**src/rtl/remote_comm_if.sv**
```systemverilog
// rtl/remote_comm_if.sv - host-side command/response signals of the remote link
interface remote_comm_if;
    logic [15:0] cmd;
    logic        snd_cmd;
    logic        cmd_snt;
    logic [7:0]  resp;
    logic        resp_rdy;

    modport master (output cmd, snd_cmd, input cmd_snt, resp, resp_rdy);
    modport slave  (input cmd, snd_cmd, output cmd_snt, resp, resp_rdy);
endinterface

```
**src/rtl/remote_comm.sv**
```systemverilog
// rtl/remote_comm.sv - UART 16-bit command transmitter (two 8N1 frames) and response receiver
module remote_comm #(
    parameter int BAUD_CNT = 2604
) (
    input  logic          clk,
    input  logic          rst,
    remote_comm_if.slave  host,
    output logic          TX,
    input  logic          RX
);
    localparam int CW = ($clog2(BAUD_CNT + 1) > 12) ? $clog2(BAUD_CNT + 1) : 12;
    localparam logic [CW-1:0] BAUD_M1 = CW'(BAUD_CNT - 1);
    localparam logic [CW-1:0] HALF_M1 = CW'(BAUD_CNT / 2 - 1);

    typedef enum logic [1:0] {C_IDLE, C_SEND_HI, C_SEND_LO} cmd_state_t;
    typedef enum logic [1:0] {R_IDLE, R_START, R_DATA, R_STOP} rx_state_t;

    cmd_state_t    cstate;
    logic [9:0]    tx_shift;
    logic [CW-1:0] tx_baud;
    logic [3:0]    tx_bits;
    logic [7:0]    lo_byte;
    logic          tx_q;
    logic          cmd_snt_q;
    logic          accept;

    rx_state_t     rstate;
    logic          rx_meta;
    logic          rx_sync;
    logic [CW-1:0] rx_baud;
    logic [3:0]    rx_bits;
    logic [7:0]    rx_shift;
    logic [7:0]    resp_q;
    logic          rdy_q;

    assign accept        = (cstate == C_IDLE) && host.snd_cmd;
    assign TX            = tx_q;
    assign host.cmd_snt  = cmd_snt_q;
    assign host.resp     = resp_q;
    assign host.resp_rdy = rdy_q;

    // tx_shift holds {stop, data, start}; tx_q always mirrors the bit currently on the wire
    always_ff @(posedge clk) begin
        if (rst) begin
            cstate    <= C_IDLE;
            tx_shift  <= '1;
            tx_baud   <= '0;
            tx_bits   <= '0;
            lo_byte   <= '0;
            tx_q      <= 1'b1;
            cmd_snt_q <= 1'b0;
        end else begin
            case (cstate)
                C_IDLE: begin
                    if (host.snd_cmd) begin
                        lo_byte   <= host.cmd[7:0];
                        cmd_snt_q <= 1'b0;
                        tx_shift  <= {1'b1, host.cmd[15:8], 1'b0};
                        tx_q      <= 1'b0;
                        tx_baud   <= BAUD_M1;
                        tx_bits   <= '0;
                        cstate    <= C_SEND_HI;
                    end
                end
                default: begin
                    if (tx_baud != '0) begin
                        tx_baud <= tx_baud - 1'b1;
                    end else begin
                        tx_baud <= BAUD_M1;
                        if (tx_bits == 4'd9) begin
                            // Stop bit finished: chain the low byte with no idle gap
                            if (cstate == C_SEND_HI) begin
                                tx_shift <= {1'b1, lo_byte, 1'b0};
                                tx_q     <= 1'b0;
                                tx_bits  <= '0;
                                cstate   <= C_SEND_LO;
                            end else begin
                                cmd_snt_q <= 1'b1;
                                tx_q      <= 1'b1;
                                cstate    <= C_IDLE;
                            end
                        end else begin
                            tx_shift <= {1'b1, tx_shift[9:1]};
                            tx_q     <= tx_shift[1];
                            tx_bits  <= tx_bits + 1'b1;
                        end
                    end
                end
            endcase
        end
    end

    // Later assignments to rdy_q win, so a completed byte overrides any clear in the same cycle
    always_ff @(posedge clk) begin
        if (rst) begin
            rstate   <= R_IDLE;
            rx_meta  <= 1'b1;
            rx_sync  <= 1'b1;
            rx_baud  <= '0;
            rx_bits  <= '0;
            rx_shift <= '0;
            resp_q   <= '0;
            rdy_q    <= 1'b0;
        end else begin
            rx_meta <= RX;
            rx_sync <= rx_meta;
            if (accept) rdy_q <= 1'b0;
            case (rstate)
                R_IDLE: begin
                    if (!rx_sync) begin
                        rx_baud <= HALF_M1;
                        rstate  <= R_START;
                    end
                end
                R_START: begin
                    if (rx_baud != '0) begin
                        rx_baud <= rx_baud - 1'b1;
                    end else if (!rx_sync) begin
                        rx_baud <= BAUD_M1;
                        rx_bits <= '0;
                        rdy_q   <= 1'b0;
                        rstate  <= R_DATA;
                    end else begin
                        rstate <= R_IDLE;
                    end
                end
                R_DATA: begin
                    if (rx_baud != '0) begin
                        rx_baud <= rx_baud - 1'b1;
                    end else begin
                        rx_shift <= {rx_sync, rx_shift[7:1]};
                        rx_baud  <= BAUD_M1;
                        rx_bits  <= rx_bits + 1'b1;
                        if (rx_bits == 4'd7) rstate <= R_STOP;
                    end
                end
                default: begin
                    if (rx_baud != '0) begin
                        rx_baud <= rx_baud - 1'b1;
                    end else begin
                        if (rx_sync) begin
                            resp_q <= rx_shift;
                            rdy_q  <= 1'b1;
                        end
                        rstate <= R_IDLE;
                    end
                end
            endcase
        end
    end
endmodule

```
**src/flat_wrapper.sv**
```systemverilog
// flat-port wrapper written by rule: the top's interface ports become plain ports
module remote_comm_flat 
#(
    parameter int BAUD_CNT = 2604
)
  (clk, rst, TX, RX, host_cmd, host_snd_cmd, host_cmd_snt, host_resp, host_resp_rdy);
  remote_comm_if host_i ();
  input  logic clk;
  input  logic rst;
  output logic TX;
  input  logic RX;
  input wire logic [$bits(host_i.cmd)-1:0] host_cmd;
  input wire logic [$bits(host_i.snd_cmd)-1:0] host_snd_cmd;
  output wire logic [$bits(host_i.cmd_snt)-1:0] host_cmd_snt;
  output wire logic [$bits(host_i.resp)-1:0] host_resp;
  output wire logic [$bits(host_i.resp_rdy)-1:0] host_resp_rdy;
  assign host_i.cmd = host_cmd;
  assign host_i.snd_cmd = host_snd_cmd;
  assign host_cmd_snt = host_i.cmd_snt;
  assign host_resp = host_i.resp;
  assign host_resp_rdy = host_i.resp_rdy;
  remote_comm #(.BAUD_CNT(BAUD_CNT)) u_core (.clk(clk), .rst(rst), .host(host_i), .TX(TX), .RX(RX));
endmodule
```
**config.mk**
```make
export PLATFORM = sky130hd
export DESIGN_NAME = remote_comm_flat
export DESIGN_NICKNAME = d
export VERILOG_FILES = /design/src/rtl/remote_comm_if.sv /design/src/rtl/remote_comm.sv /design/src/flat_wrapper.sv
export SDC_FILE = /design/constraint.sdc
export NUM_CORES = 1
export LEC_CHECK = 0
export BUFFER_PORTS_ARGS = -buffer_cell sky130_fd_sc_hd__buf_4
export CELL_PAD_IN_SITES_DETAIL_PLACEMENT = 1
export CELL_PAD_IN_SITES_GLOBAL_PLACEMENT = 2
export CORE_MARGIN = 1.5
export CORE_UTILIZATION = 38
export DETAILED_ROUTE_END_ITERATION = 8
export PLACE_DENSITY_LB_ADDON = 0.12
export RECOVER_POWER = 25
export SLEW_MARGIN = 20
export SYNTH_ARGS = -nofsm -noshare
export SYNTH_HDL_FRONTEND = slang
export SYNTH_SLANG_ARGS = --single-unit
```
**constraint.sdc**
```tcl
create_clock -name clk -period 5.6 [get_ports clk]
set_clock_uncertainty 0.15 [all_clocks]
set_input_delay 0.56 -clock clk [delete_from_list [all_inputs] [get_ports clk]]
set_output_delay 0.56 -clock clk [all_outputs]
set_load 0.03 [all_outputs]
```
==> results by group, run 1 <==
Outcome
  • Status: finished clean

Global routing
  • Initial antenna violation count: 0
  • Largest net degree at the start of global routing: 81
  • Vias in the first global route: about 3.1k
  • First-pass GRT wire length: 15.1 mm
  • Remaining Overflow, GRT: 0
  • Total GRT Usage: a little under a fifth

Critical path
  • Required time worst endpoint: between 5 and 6 ns
  • CP Class: flop to flop
  • Nature of the critical path endpoint: flop
  • Worst flop-to-flop path endpoint: u_core.tx_bits[3]
  • Setup crit start kind: flop
  • CP Max Fanout: 17
  • Worst EP arrival: roughly 3.2 ns
  • Reg2reg setup slack: between 2 and 3 ns
  • FF-to-FF path depth: 5
  • Worst reg2reg startpoint: u_core.cstate[0]

Floorplanning
  • Die Width: about 100 um
  • Die height: between 100 and 150 um
  • Die area: about 0.010 mm2
  • IO Pins: 31
  • Std-Cell Rows: 35
  • CORE AREA: roughly 0.009 mm2
  • Starting Density: a little under 40%

Clocking
  • Clock Tree Root: clkbuf_8
  • Clk_lat worst skew: about 0.35 ns
  • Max Root-Sink Buffers: 2
  • Postcts setup bufs: 0
  • Cts repair resizes: 0
  • Reg clk slew, reported paths: around 0.090 ns
  • CTS buffer count: 9
  • Post-CTS Hold Buffers: 0
  • CTS tree: done
  • Total clock sinks: 73
  • H-tree depth: 3

STA
  • TNS Setup: 0 ns
  • Fin. Hold Viols: 0
  • Rel. slew slack: 30.1%
  • Achievable Freq: around 330 MHz
  • Worst Tran Pin Value: 1.05 ns
  • Endpoints failing setup: 0
  • RSZ-0062 raised after global routing: no
  • Max-slew violations: 0
  • Min Clock Period, post-route: 3.03 ns
  • Final period utilization: about 54%

Routing
  • Post-route ant nets: 0
  • Vias: 3156
  • Vias/cell: roughly 5.5
  • Initial DRC count: 89
  • # DRC: 0
  • Post-Route WL: about 8.9 mm
  • 1st-pass router iterations: 4
  • Drt wl/cell: ~16 um

Synth
  • Multiplexer area fraction after synthesis: between 7 and 8%
  • Main combinational cell family by area after synthesis: simple AND/OR/NAND/NOR gates
  • Top post-synthesis cells by area: dfxtp_1, mux2i_1, a21oi_1, nor2_1, nand2_1
  • Cell taking the most area after synthesis: dfxtp_1
  • YS warnings: 0
  • Yosys reg bits: 73
  • Top cell type's share of synthesized area: approximately 40%
  • Post-synth net total: 470
  • Sequential share of the synthesized area: slightly above 40%
  • XOR/XNOR Fraction of Synth Area: under 10%
  • Post-Syn Instances: about 440
  • Async SR Flop Fraction: 0%
  • Post-Synth Adder-Cell Area: approximately 3.8%
  • Synth Area in Compound Gates: about a fifth
  • Count of cell types in the netlist: 57
  • Synth Flop Type: dfxtp_1
  • Syn Area/Cell: between 8 and 9 um2
  • Number of flops mapped to enable cells by yosys: 0
  • Post-Syn Area: approximately 0.0036 mm2
  • Simple-gate share of the synthesized area: between 20% and 30%

Power and ir drop
  • Logic pwr share: between 30% and 40%
  • Reg power frac: 40.5%
  • Pwr per Cell Area: around 380 mW/mm2
  • Switching share of total power: about two fifths
  • Int Pwr: slightly above 900 uW
  • Peak VDD IR: around 0.17 mV
  • Lkg Pwr: ~0.0015 uW
  • Power after layout: approximately 1500 uW
  • Clock power frac: about a quarter
  • NetSw: ~610 uW

Run
  • Max cap viols: 0

Min path
  • Hold Crit Start: RX
  • Hold path cells: 2
  • Worst min-delay path class: primary input to flop
  • WHS Endpoint: u_core.rx_meta

Final layout
  • Reg area: around 0.0015 mm2
  • FILL cells: approximately 1.1k
  • Fin nets: between 400 and 500
  • Diodes inserted: 0
  • Area Overhead vs Synth: 11.0%
  • Layout cells sized above 1: 10.7%
  • Final Util: 43.4%
  • Footprint of the multi-input gates: 0.00197 mm2

Placement
  • PortBufs: 30
  • GPL Wtd Cong: approximately 0.8
  • Final HPWL DP: 5.98 mm
cell usage in the layout (no fill, tap or decap), drive strengths merged, types with 4 or more instances in the layout:
cell / n
dfxtp: 73
nand2: 43
a31oi: 7
a311oi: 4
a21oi: 47
a211oi: 10
mux2i: 24
clkbuf: 21
buf: 19
nor2: 56
nor4: 6
inv: 15
or2: 4
ha: 11
nor3: 19
nand3: 18
o21ai: 20
critical path, stage by stage, from the launching register on:
cell	delay, ns
dfxtp_1	0.37
nor2_1	0.82
and2_1	0.58
a31oi_1	0.32
or4_1	0.58
a21oi_1	0.14
state kept, by name (all words and copies together), names as in the netlist, 4 cells and up:
name / flops
u_core.host.resp: 8
u_core.lo_byte: 8
u_core.rx_baud: 12
u_core.rx_bits: 4
u_core.rx_shift: 8
u_core.tx_baud: 12
u_core.tx_bits: 4
u_core.tx_shift: 8
through the flow:
| stage | area [um2] | setup slack [ns] | std cells | hold slack [ns] |
|---|---|---|---|---|
| final | 3990 | 2.57 | 570 | 0.233 |
| after floorplan | 3590 | 3.44 | 439 | 0.239 |
| after global placement | 3840 | 2.65 | 554 | 0.248 |
| after global routing | 3990 | 2.29 | 570 | 0.212 |
| after CTS | 4030 | 2.53 | 570 | 0.220 |
| after detailed placement | 3840 | 2.52 | 554 | 0.248 |
cell usage after synthesis (all sizes together) (3+ instances only):
library cell / instances
dfxtp: 73
ha: 11
nand4: 3
inv: 13
or4: 3
xnor2: 3
nor4: 6
buf: 5
a211oi: 10
nand2b: 3
a21oi: 47
and3: 3
nor3: 19
a31oi: 7
a41oi: 3
or2: 4
clkbuf: 21
xor2: 3
a311oi: 4
and2: 3
nor2b: 3
or3: 3
o21ai: 20
nand2: 43
nand3: 18
mux2i: 24
nor2: 56
final cells by class:
class	instances	area share [%]
clock inverter	6	1.26
sequential	73	36.6
clock buffer	10	3.45
multi-input combinational	327	49.3
timing repair buffer	30	4.61
inverter	13	1.22
tap	111	3.48
worst max-delay path by stage:
stage                 startpoint                end  depth (start not counted)
2_1_floorplan  u_core.tx_baud[5]  u_core.tx_bits[0]                          5
3_3_place_gp    u_core.cstate[0]  u_core.tx_bits[3]                          5
3_5_place_dp    u_core.cstate[0]  u_core.tx_bits[3]                          5
4_1_cts         u_core.cstate[0]  u_core.tx_bits[3]                          5
5_1_grt         u_core.cstate[0]  u_core.tx_bits[3]                          5
6_report        u_core.cstate[0]  u_core.tx_bits[3]                          5
power groups by stage:
stage	Sequential, uW	Combinational (uW)	Clock [uW]
floorplan	617	403	0
global placement	629	507	0
detailed placement	631	514	0
CTS	619	519	408
global route	629	583	431
finish	620	516	394
cells by family after synthesis:
logic type,Yosys count
fa+ha+maj,11
xor+xnor,6
compound gates,109
flops,73
mux,26
buf+inv,39
simple gates,175
layer usage:
layer / wire (um) / track usage [%] / part of all wire, %
met1: 4400 / 24.9 / 50
met2: 4110 / 30.8 / 46
met3: 220 / 3.62 / 2.5
met4: 123 / 6.07 / 1.4
met5: 0 / 0 / 0
No activity file was read; power rests on OpenSTA's default activity.
==> inputs of run 2 (changes only) <==
--- a/config.mk
+++ b/config.mk
@@ -9,7 +9,7 @@
 export CELL_PAD_IN_SITES_DETAIL_PLACEMENT = 1
 export CELL_PAD_IN_SITES_GLOBAL_PLACEMENT = 2
 export CORE_MARGIN = 1.5
-export CORE_UTILIZATION = 38
+export CORE_UTILIZATION = 36
 export DETAILED_ROUTE_END_ITERATION = 8
 export PLACE_DENSITY_LB_ADDON = 0.12
 export RECOVER_POWER = 25
==> constraint.sdc (replaced) <==
create_clock -name clk -period 3.05 [get_ports clk]
set_clock_uncertainty 0.15 [all_clocks]
set_input_delay 0.305 -clock clk [delete_from_list [all_inputs] [get_ports clk]]
set_output_delay 0.305 -clock clk [all_outputs]
set_load 0.03 [all_outputs]
==> run 2 against run 1 <==
The run now ends with capacitance limit, slew limit left. Combinational power grew 96%. First-iteration DRC count fell by 40%. Non-clock buffer count up 10. Critical path type unchanged. Largest power group unchanged.
==> results by group, run 2 (synthesis gave the netlist of run 1 again) <==
Clocking
  • Postcts setup bufs: 0 (unchanged)
  • Clk_lat worst skew: 0.36 ns (was 0.35 ns)
  • CTS buffer count: 9 (unchanged)
  • Max Root-Sink Buffers: 2 (unchanged)
  • Clock Tree Root: clkbuf_8 (unchanged)
  • Post-CTS Hold Buffers: 1 (was 0)
  • Total clock sinks: 73 (unchanged)
  • Reg clk slew, reported paths: 0.09 ns (about the same)
  • CTS tree: done (unchanged)
  • H-tree depth: 3 (unchanged)
  • Cts repair resizes: 0 (unchanged)

Critical path
  • CP Max Fanout: 10 (was 17)
  • Nature of the critical path endpoint: flop (unchanged)
  • CP Class: flop to flop (unchanged)
  • Required time worst endpoint: 3.15 ns (was 5.73 ns)
  • Worst EP arrival: 2.52 ns (was 3.16 ns)
  • CP cell instances: inv_1 > ha_1 > nor3b_1 > nand4_1 > o21ai_0 > buf_4 > a21oi_1 > nor4_1 (was nor2_1 > and2_1 > a31oi_1 > or4_1 > a21oi_1)
  • Setup crit start kind: flop (unchanged)
  • Max incr delay on CP: 0.41 ns (was 0.82 ns)
  • Critical path buffer and inverter count: 2 (was 0)
  • Slowest cell on crit path: nand4_1 (was nor2_1)
  • Top delay family on crit path: simple AND/OR/NAND/NOR gates (unchanged)

Placement
  • GPL Wtd Cong: 0.811 (was 0.802)
  • PortBufs: 30 (unchanged)
  • Final HPWL DP: 6.11 mm (was 5.98 mm)
  • # placed instances: 585 (was 554)
  • Setup Slack @ Placement: 0.654 ns (was 2.52 ns)

Floorplanning
  • Die area: 0.0106 mm2 (was 0.0100 mm2)
  • Die height: 103 um (was 100 um)
  • Die Width: 103 um (was 100 um)
  • IO Pins: 31 (unchanged)
  • CORE AREA: 0.00973 mm2 (was 0.00920 mm2)
  • Std-Cell Rows: 36 (was 35)
  • Starting Density: 36.9% (was 39.1%)

Power and ir drop
  • Int Pwr: 1880 uW (was 917 uW)
  • Lkg Pwr: 0.00158 uW (was 0.00152 uW)
  • Reg power frac: 37.8% (was 40.5%)
  • Power after layout: 3010 uW (was 1530 uW)
  • NetSw: 1120 uW (was 613 uW)
  • Clock power frac: 28.7% (was 25.8%)
  • Logic pwr share: 33.4% (was 33.7%)
  • Peak VDD IR: 0.236 mV (was 0.165 mV)
  • Switching share of total power: 37.4% (was 40.1%)
  • Pwr per Cell Area: 730 mW/mm2 (was 384 mW/mm2)

Routing
  • Max Used Layer: met4 (unchanged)
  • 1st-pass router iterations: 4 (unchanged)
  • # DRC: 0 (unchanged)
  • Vias: 3174 (was 3156)
  • Initial DRC count: 53 (was 89)
  • Post-Route WL: 9.00 mm (was 8.86 mm)
  • Post-route ant nets: 0 (unchanged)
  • Vias/cell: 5.28 (was 5.54)
  • Drt wl/cell: 15.0 um (was 15.5 um)
  • Met2 WL post-DR: 4.15 mm (was 4.11 mm)
  • WL met1: 4.50 mm (was 4.40 mm)
  • Met3 routed WL: 222 um (was 220 um)

Global routing
  • Vias in the first global route: 3118 (was 3125)
  • First-pass GRT wire length: 15.1 mm (about the same)
  • Total GRT Usage: 18.4% (was 18.8%)
  • Largest net degree at the start of global routing: 81 (unchanged)
  • Remaining Overflow, GRT: 0 (unchanged)
  • Initial antenna violation count: 0 (unchanged)

STA
  • Post-route setup slack: 0.632 ns (was 2.57 ns)
  • Worst Tran Pin Value: 1.63 ns (was 1.05 ns)
  • RSZ-0062 raised after global routing: no (unchanged)
  • Min Clock Period, post-route: 2.42 ns (was 3.03 ns)
  • TNS Setup: 0 ns (unchanged)
  • Max-slew violations: 81 (was 0)
  • Rel. slew slack: -8.74% (was 30.1%)
  • Fin. Hold Viols: 0 (unchanged)
  • Endpoints failing setup: 0 (unchanged)
  • Achievable Freq: 414 MHz (was 330 MHz)
  • Final period utilization: 79.3% (was 54.2%)

Outcome
  • Status: finished with violations (was finished clean)
  • Failing checks: capacitance limit, slew limit

Final layout
  • Most frequent cells in the layout: dfxtp_1, nor2_1, a21oi_1 (unchanged)
  • FILL cells: 1190 (was 1137)
  • Fin nets: 495 (was 485)
  • Final non-filler cell total: 601 (was 570)
  • Diodes inserted: 0 (unchanged)
  • Largest registers: u_core.rx_baud: 12 flops, u_core.tx_baud: 12 flops (unchanged)
  • Layout cells sized above 1: 12.2% (was 10.7%)
  • Area Overhead vs Synth: 14.7% (was 11.0%)
  • Final Util: 42.3% (was 43.4%)
  • Commonest non-fill, non-tap cell in the layout: dfxtp_1 (unchanged)

Run
  • Max cap viols: 1 (was 0)

Min path
  • Worst min-delay path class: primary input to flop (unchanged)
## run 2: cell count changes in the layout (fill, tap and decap cells not counted)
cell / change
clkinv_4: -2
buf_4: +8
inv_6: -2
clkinv_2: +1
and2_0: +1
dlygate4sd3_1: +1
bufinv_16: +2
clkbuf_2: +1
and2_1: -1
## run 2: layout make-up
class / instances / area, um2 / share of cell area (%)
clock buffer: 10 / 138 / 3.34
timing repair buffer: 40 / 259 / 6.29
multi-input combinational: 327 / 1970 / 47.7
sequential: 73 / 1460 / 35.5
inverter: 13 / 48.8 / 1.18
clock inverter: 5 / 80.1 / 1.94
tap: 133 / 166 / 4.04
## run 2: path summary, 6_finish.rpt
kind                          start  depth (start not counted)  slack (ns)                end
setup / recovery  u_core.rx_baud[0]                          8        0.63  u_core.rx_baud[8]
hold / removal          host_cmd[1]                          3        0.04  u_core.lo_byte[1]
setup reg to reg  u_core.rx_baud[0]                          8        0.63  u_core.rx_baud[8]
hold reg to reg      u_core.rx_meta                          1        0.26     u_core.rx_sync
## run 2: per-layer routing
layer	global-route usage, %	vias to the layer above
met4	7.17	0
met5	0	-
met2	29.1	41
li1	-	1604
met1	24.9	1518
met3	3.12	11
## run 2: worst reg2reg max path, stage by stage (launching register included)
cell	delay [ns]
dfxtp_1	0.34
inv_1	0.11
ha_1	0.15
nor3b_1	0.37
nand4_1	0.41
o21ai_0	0.29
buf_4	0.17
a21oi_1	0.04
nor4_1	0.29
## run 2: metrics by stage
stage / hold WS [ns] / cell area [um2]
after global placement: 0.245 / 3940
final: 0.0446 / 4120
after CTS: 0.0317 / 4160
after detailed placement: 0.245 / 3940
after floorplan: 0.239 / 3590
after global routing: 0.0374 / 4120
## run 2: power by group through the flow
stage,logic [uW],registers [uW],clock network (uW)
floorplan,740,1130,0
global placement,998,1150,0
detailed placement,1010,1160,0
CTS,1010,1140,885
global route,1120,1150,933
finish,1010,1140,865
